`src/rtl/acc_pkg.sv`:
```
// Shared types for the accumulator write arbiter.
// NUM_ACC accumulators of DATA_W bits each, addressed by ADDR_W bits.
// acc_wr_t is one pending register-file write. It is used both for the
// per-requester slots and for the registered output stage.
package acc_pkg;
  localparam int NUM_ACC = 8;
  localparam int ADDR_W  = 3;
  localparam int DATA_W  = 8;

  typedef logic [ADDR_W-1:0] acc_addr_t;
  typedef logic [DATA_W-1:0] acc_data_t;

  typedef struct packed {
    acc_addr_t addr;
    acc_data_t data;
  } acc_wr_t;
endpackage

```
`src/rtl/acc_write_arbiter_if.sv`:
```
// Requester-side bundle of the accumulator write arbiter.
// Ports (per requester i, NUM_REQ lanes):
//   req_valid[i] : requester presents a write
//   req_ready[i] : requester's slot is empty
//   req_reg[i]   : target accumulator
//   req_data[i]  : write data
// Handshake: a write transfers on the rising edge where req_valid[i] and
// req_ready[i] are both 1. Once req_valid[i] is raised, the requester holds
// req_valid[i], req_reg[i] and req_data[i] stable until that edge.
// req_ready[i] never depends on req_valid[i].
interface acc_write_arbiter_if #(
  parameter int NUM_REQ = 3
) ();
  import acc_pkg::*;

  logic      [NUM_REQ-1:0] req_valid;
  logic      [NUM_REQ-1:0] req_ready;
  acc_addr_t [NUM_REQ-1:0] req_reg;
  acc_data_t [NUM_REQ-1:0] req_data;

  modport master (
    output req_valid,
    output req_reg,
    output req_data,
    input  req_ready
  );

  modport slave (
    input  req_valid,
    input  req_reg,
    input  req_data,
    output req_ready
  );
endinterface

```
`src/rtl/acc_rr_arbiter.sv`:
```
// Combinational round-robin grant.
// Ports:
//   req   : request vector, one bit per requester
//   ptr   : highest-priority index for this cycle
//   grant : one-hot grant, or all zero when nothing is requested
//   any   : 1 when some request was granted
// The first set request at or after ptr wins, searching upward with wrap.
module acc_rr_arbiter #(
  parameter int NUM_REQ = 3
) (
  input  logic [NUM_REQ-1:0] req,
  input  logic [1:0]         ptr,
  output logic [NUM_REQ-1:0] grant,
  output logic               any
);
  always_comb begin
    grant = '0;
    any   = 1'b0;
    // k is the distance from the pointer. j selects the lane whose index
    // equals (ptr + k) mod NUM_REQ, so each lane index stays a constant.
    for (int k = 0; k < NUM_REQ; k++) begin
      for (int j = 0; j < NUM_REQ; j++) begin
        if (!any && req[j] && (j == ((int'(ptr) + k) % NUM_REQ))) begin
          grant[j] = 1'b1;
          any      = 1'b1;
        end
      end
    end
  end
endmodule

```
`src/rtl/acc_write_arbiter.sv`:
```
// Shares the single accumulator register-file write port between NUM_REQ
// writers. Each writer has a one-entry slot. One full slot per cycle is
// retired, in round-robin order, into a registered output stage that drives
// the register file.
// Ports:
//   CLK, RESET : clock and asynchronous active-high reset
//   req        : requester bundle (valid/ready/reg/data per requester)
//   isWrite    : registered write enable to the register file
//   writeReg   : registered write address
//   writeData  : registered write data
//   grant_id   : requester whose write is on the port; valid when isWrite=1
//   busy       : busy[r]=1 while any write to accumulator r is pending
module acc_write_arbiter
  import acc_pkg::*;
#(
  parameter int NUM_REQ = 3
) (
  input  logic                 CLK,
  input  logic                 RESET,
  acc_write_arbiter_if.slave   req,
  output logic                 isWrite,
  output acc_addr_t            writeReg,
  output acc_data_t            writeData,
  output logic [1:0]           grant_id,
  output logic [NUM_ACC-1:0]   busy
);
  logic [NUM_REQ-1:0] full_q;
  acc_wr_t            slot_q [NUM_REQ];
  acc_wr_t            out_q;
  logic               is_write_q;
  logic [1:0]         grant_id_q;
  logic [1:0]         ptr_q;

  logic [NUM_REQ-1:0] grant_oh;
  logic               any_grant;
  logic [1:0]         grant_idx;
  acc_wr_t            grant_wr;
  logic [1:0]         ptr_next;

  acc_rr_arbiter #(.NUM_REQ(NUM_REQ)) u_rr (
    .req   (full_q),
    .ptr   (ptr_q),
    .grant (grant_oh),
    .any   (any_grant)
  );

  // No bypass: a slot emptied at an edge only reports ready after that edge.
  // While RESET is high the slots are held empty, but nothing may be
  // accepted, so ready is also gated by reset.
  assign req.req_ready = ~full_q & {NUM_REQ{~RESET}};

  // One-hot grant to index, plus the granted slot contents.
  always_comb begin
    grant_idx = 2'd0;
    grant_wr  = '0;
    for (int i = 0; i < NUM_REQ; i++) begin
      if (grant_oh[i]) begin
        grant_idx = 2'(i);
        grant_wr  = slot_q[i];
      end
    end
  end

  assign ptr_next = (grant_idx == 2'(NUM_REQ - 1)) ? 2'd0 : grant_idx + 2'd1;

  always_ff @(posedge CLK or posedge RESET) begin
    if (RESET) begin
      full_q     <= '0;
      for (int i = 0; i < NUM_REQ; i++) slot_q[i] <= '0;
      out_q      <= '0;
      is_write_q <= 1'b0;
      grant_id_q <= 2'd0;
      ptr_q      <= 2'd0;
    end else begin
      // Accept and grant never hit the same slot at one edge: accept needs
      // the slot empty, grant needs it full.
      for (int i = 0; i < NUM_REQ; i++) begin
        if (any_grant && grant_oh[i]) begin
          full_q[i] <= 1'b0;
        end else if (req.req_valid[i] && !full_q[i]) begin
          full_q[i] <= 1'b1;
          slot_q[i] <= '{addr: req.req_reg[i], data: req.req_data[i]};
        end
      end
      is_write_q <= any_grant;
      if (any_grant) begin
        out_q      <= grant_wr;
        grant_id_q <= grant_idx;
        ptr_q      <= ptr_next;
      end
    end
  end

  // A write stays busy from slot capture until it leaves the output stage.
  always_comb begin
    busy = '0;
    for (int i = 0; i < NUM_REQ; i++) begin
      if (full_q[i]) busy[slot_q[i].addr] = 1'b1;
    end
    if (is_write_q) busy[out_q.addr] = 1'b1;
  end

  assign isWrite   = is_write_q;
  assign writeReg  = out_q.addr;
  assign writeData = out_q.data;
  assign grant_id  = grant_id_q;
endmodule

```
`src/flat_wrapper.sv`:
```
// flat-port wrapper written by rule: the top's interface ports become plain ports
module acc_write_arbiter_flat import acc_pkg::*;
#(
  parameter int NUM_REQ = 3
)
  (CLK, RESET, isWrite, writeReg, writeData, grant_id, busy, req_req_valid, req_req_reg, req_req_data, req_req_ready);
  acc_write_arbiter_if #(.NUM_REQ(NUM_REQ)) req_i ();
  input  logic CLK;
  input  logic RESET;
  output logic isWrite;
  output acc_addr_t writeReg;
  output acc_data_t writeData;
  output logic [1:0] grant_id;
  output logic [NUM_ACC-1:0] busy;
  input wire logic [$bits(req_i.req_valid)-1:0] req_req_valid;
  input wire logic [$bits(req_i.req_reg)-1:0] req_req_reg;
  input wire logic [$bits(req_i.req_data)-1:0] req_req_data;
  output wire logic [$bits(req_i.req_ready)-1:0] req_req_ready;
  assign req_i.req_valid = req_req_valid;
  assign req_i.req_reg = req_req_reg;
  assign req_i.req_data = req_req_data;
  assign req_req_ready = req_i.req_ready;
  acc_write_arbiter #(.NUM_REQ(NUM_REQ)) u_core (.CLK(CLK), .RESET(RESET), .req(req_i), .isWrite(isWrite), .writeReg(writeReg), .writeData(writeData), .grant_id(grant_id), .busy(busy));
endmodule
```
`config.mk`:
```
export PLATFORM = sky130hd
export DESIGN_NAME = acc_write_arbiter_flat
export DESIGN_NICKNAME = d
export VERILOG_FILES = /design/src/rtl/acc_pkg.sv /design/src/rtl/acc_write_arbiter_if.sv /design/src/rtl/acc_rr_arbiter.sv /design/src/rtl/acc_write_arbiter.sv /design/src/flat_wrapper.sv
export SDC_FILE = /design/constraint.sdc
export NUM_CORES = 1
export LEC_CHECK = 0
export BUFFER_PORTS_ARGS = -buffer_cell sky130_fd_sc_hd__buf_2
export CAP_MARGIN = 30
export CORE_MARGIN = 2
export CORE_UTILIZATION = 55
export CTS_BUF_LIST = sky130_fd_sc_hd__clkbuf_2
export DETAILED_ROUTE_END_ITERATION = 7
export PLACE_DENSITY = 0.86
export SLEW_MARGIN = 10
export SYNTH_ARGS = -nofsm -noshare
export SYNTH_HDL_FRONTEND = slang
export SYNTH_SLANG_ARGS = --single-unit
```
`constraint.sdc`:
```
create_clock -name CLK -period 2.31 [get_ports CLK]
set_input_delay 0.1155 -clock CLK [delete_from_list [all_inputs] [get_ports CLK]]
set_output_delay 0.1155 -clock CLK [all_outputs]
set_load 0.05 [all_outputs]
```
==> out/qor.log <==
qor: route.routed-via-count 2200
qor: timing.tightestPinTransition 0.626 ns
qor: cells_and_area.share_of_cells_above_drive_strength_1 39.1%
qor: worst_hold_path.worstHoldPathCells 3
qor: run.cap_viol_max_count 0
qor: route.route.antenna.remaining_nets 0
qor: setup_path.r2r-start u_core.grant_id[0]
qor: cts.tritoncts done
qor: synthesis.yosys_most_used_dff dfrtp_1
qor: floorplan.rows 25
qor: timing.period_needed 2.15 ns
qor: route.drt-wirelength-per-cell 15.7 um
qor: global_routing.grt_pass1_vias 2044
qor: cts.maximum_buffer_depth_of_the_clock_tree 2
qor: timing.fin_worst_skew 0.0154 ns
qor: outcome.run_status finished clean
qor: cts.cts_made_buffers 5
qor: route.drt_first_pass_iters 4
qor: synthesis.postSynthCellCount 231
qor: cts.post-cts-setup-buffers 0
qor: global_routing.globalRouteOverflowTotal 0
qor: cells_and_area.area.growth.synth_to_final 25.9%
qor: setup_path.reg2reg_depth 6
qor: global_routing.grt_first_pass_wirelength 9660 um
qor: cts.cts-root-buf clkbuf_2
qor: synthesis.postSynthAreaPerCell 11.6 sq um
qor: timing.rsz0062_at_grt no
qor: worst_hold_path.holdCritPathClass input port to flip-flop
qor: route.drc_marker_count_from_the_first_detailed_route_iteration 182
qor: synthesis.synth_sequential_area_ratio 47.7%
qor: placement.post-dp-hpwl 4160 um
qor: route.via_per_inst 5.77
qor: synthesis.ys_ff_latch 51
qor: worst_hold_path.whs_endpoint u_core.full_q[0]
qor: setup_path.endpoint_arrival_time_on_the_critical_path 2.04 ns
qor: setup_path.critPathKind flip-flop to primary output
qor: global_routing.gr-usage-all-layers 23.4%
qor: timing.final-max-slew-violation-count 0
qor: synthesis.synth_edf_count 0
qor: timing.hold_violations 0
qor: floorplan.die-area 5440 sq um
qor: global_routing.grt_antenna_before_repair 0
qor: floorplan.boundaryPins 63
qor: cells_and_area.finish.net_count 366
qor: setup_path.rrSetupSlack 0.18 ns
qor: timing.setup_viol_count_final 0
qor: floorplan.die_width 73.7 um
qor: synthesis.synth_warnings 0
qor: synthesis.ys_async_rst_share 100%
qor: floorplan.floorplan.initialDensity 57.0%
qor: setup_path.path_max_fanout 13
qor: route.postRouteWirelength 5990 um
qor: timing.layout_worst_path_cycle_share 93.2%
qor: cts.clock_sink_count 51
qor: synthesis.syn-cell-area 2680 sq um
qor: cells_and_area.mostFrequentLayoutCell buf_2
qor: timing.fmax 0.464 GHz
qor: cells_and_area.antenna_cells 0
qor: timing.max-slew-margin-rel 58.3%
qor: timing.fin_tns_setup 0 ns
qor: setup_path.critical_path.endpoint_type primary output
qor: cts.clkSlewWorstSetupHoldPaths 0.25 ns
qor: cts.clk-insertion-delay-late 0.46 ns
qor: floorplan.fp.coreArea 4690 sq um
qor: cts.cts-htree-levels 2
qor: global_routing.grt_start_max_net_pins 52
qor: cells_and_area.layout_common_cells 62 x buf_2, 49 x dfrtp_1, 36 x dlygate4sd3_1, 32 x mux2_2, 24 x a31oi_1
qor: setup_path.worstReg2RegEnd u_core.writeData[4]
qor: floorplan.die_h 73.7 um
qor: route.post-route-drc-count 0
qor: worst_hold_path.hp-start req_req_valid[0]
qor: placement.place.gp.congestion 0.936
qor: synthesis.synthesis.nets 271
qor: setup_path.cp-start-kind flip-flop
qor: synthesis.synth_cell_types 43
qor: placement.portBuffers 62
qor: setup_path.worst_endpoint_required_time 2.19 ns
==> synth_stat cells, types with 4 or more instances <==
library cell	n	share of area [%]
o22ai_2	5	2.3
nor2b_1	5	1.2
o22ai_1	6	1.4
mux2_2	32	13
o211ai_1	11	3.1
clkbuf_8	6	3.1
buf_2	5	0.94
inv_1	6	0.84
dfrtp_1	51	48
nor3_1	8	1.5
nor2_1	8	1.1
nand2b_1	6	1.4
nand2_1	13	1.8
o21ai_0	4	0.75
nor3b_1	4	1.1
a31oi_1	24	5.6
==> worst max-delay path by stage <==
stage | start | end | slack, ns | cells past startpoint
finish | u_core.full_q[0] | busy[0] | 0.16 | 5
global route | u_core.grant_id[0] | u_core.writeData[4] | 0.002 | 6
CTS | u_core.full_q[1] | busy[1] | 0.05 | 4
detailed placement | u_core.grant_id[0] | u_core.writeData[6] | 0.24 | 6
global placement | u_core.grant_id[0] | u_core.writeData[6] | 0.37 | 6
floorplan | u_core.grant_id[0] | u_core.writeReg[0] | 0.49 | 7
==> registers in the layout, indices dropped and copies added, names as in the netlist <==
signal,flops
u_core.writeData,8
u_core.grant_id,2
u_core.ptr_q,1
u_core.full_q,3
u_core.isWrite,1
u_core.writeReg,3
u_core.slot_q,33
==> worst max-delay path, cell delays in order, from the launching register on <==
cell and delay (ns):
dfrtp_2 0.56, or2b_2 0.36, nor3_1 0.19, nor3_1 0.11, o41ai_2 0.05, buf_2 0.30
==> logic make-up (layout without fill, tap and decap cells) <==
group                    after synthesis  count (layout)  share of synthesized area, %
AND/OR/NAND/NOR                       54              54                          11.3
buffers and inverters                 26             122                          7.25
adder cells (fa/ha/maj)                2               2                         0.935
flip-flops                            51              51                          47.7
AO/OA/AOI/OAI                         66              66                          19.4
multiplexers                          32              32                          13.5
==> final cells by class <==
class / instances / area (sq um)
multi-input cells: 154 / 1210
inverters: 7 / 26.3
well taps: 54 / 67.6
flip-flops and latches: 51 / 1280
clock buffers: 5 / 25.0
repair buffers: 107 / 738
fillers: 327 / 1320
clock inverters: 3 / 20.0
==> metrics by stage <==
step	instances	utilization, %	setup slack [ns]	area [sq um]	hold slack (ns)
finish	381	71.8	0.157	3370	0.149
global route	381	71.8	0.00215	3370	0.157
CTS	381	71.7	0.0492	3370	0.155
detailed placement	337	63.1	0.237	2960	0.326
global placement	337	63.1	0.369	2960	0.325
floorplan	231	-	0.493	2680	0.232
==> what timing repair did <==
item / 4_1_cts / 5_1_grt
setup endpoints to repair: 0 / 6
hold buffers: 36 / 0
endpoints found under the hold margin: 86 / 0
resized for setup: 0 / 2
==> routing by layer <==
layer  vias up  routed length, um  track usage (%)
met1      1041               2670             32.4
li1       1065                  -                -
met3        11                341             4.66
met4         0                127             8.89
met5         -                  0                0
met2        83               2860             36.3
Power is left out: the tool's default activity adds up to more than one toggle a clock period on the data nets, which glitch-free logic cannot reach.
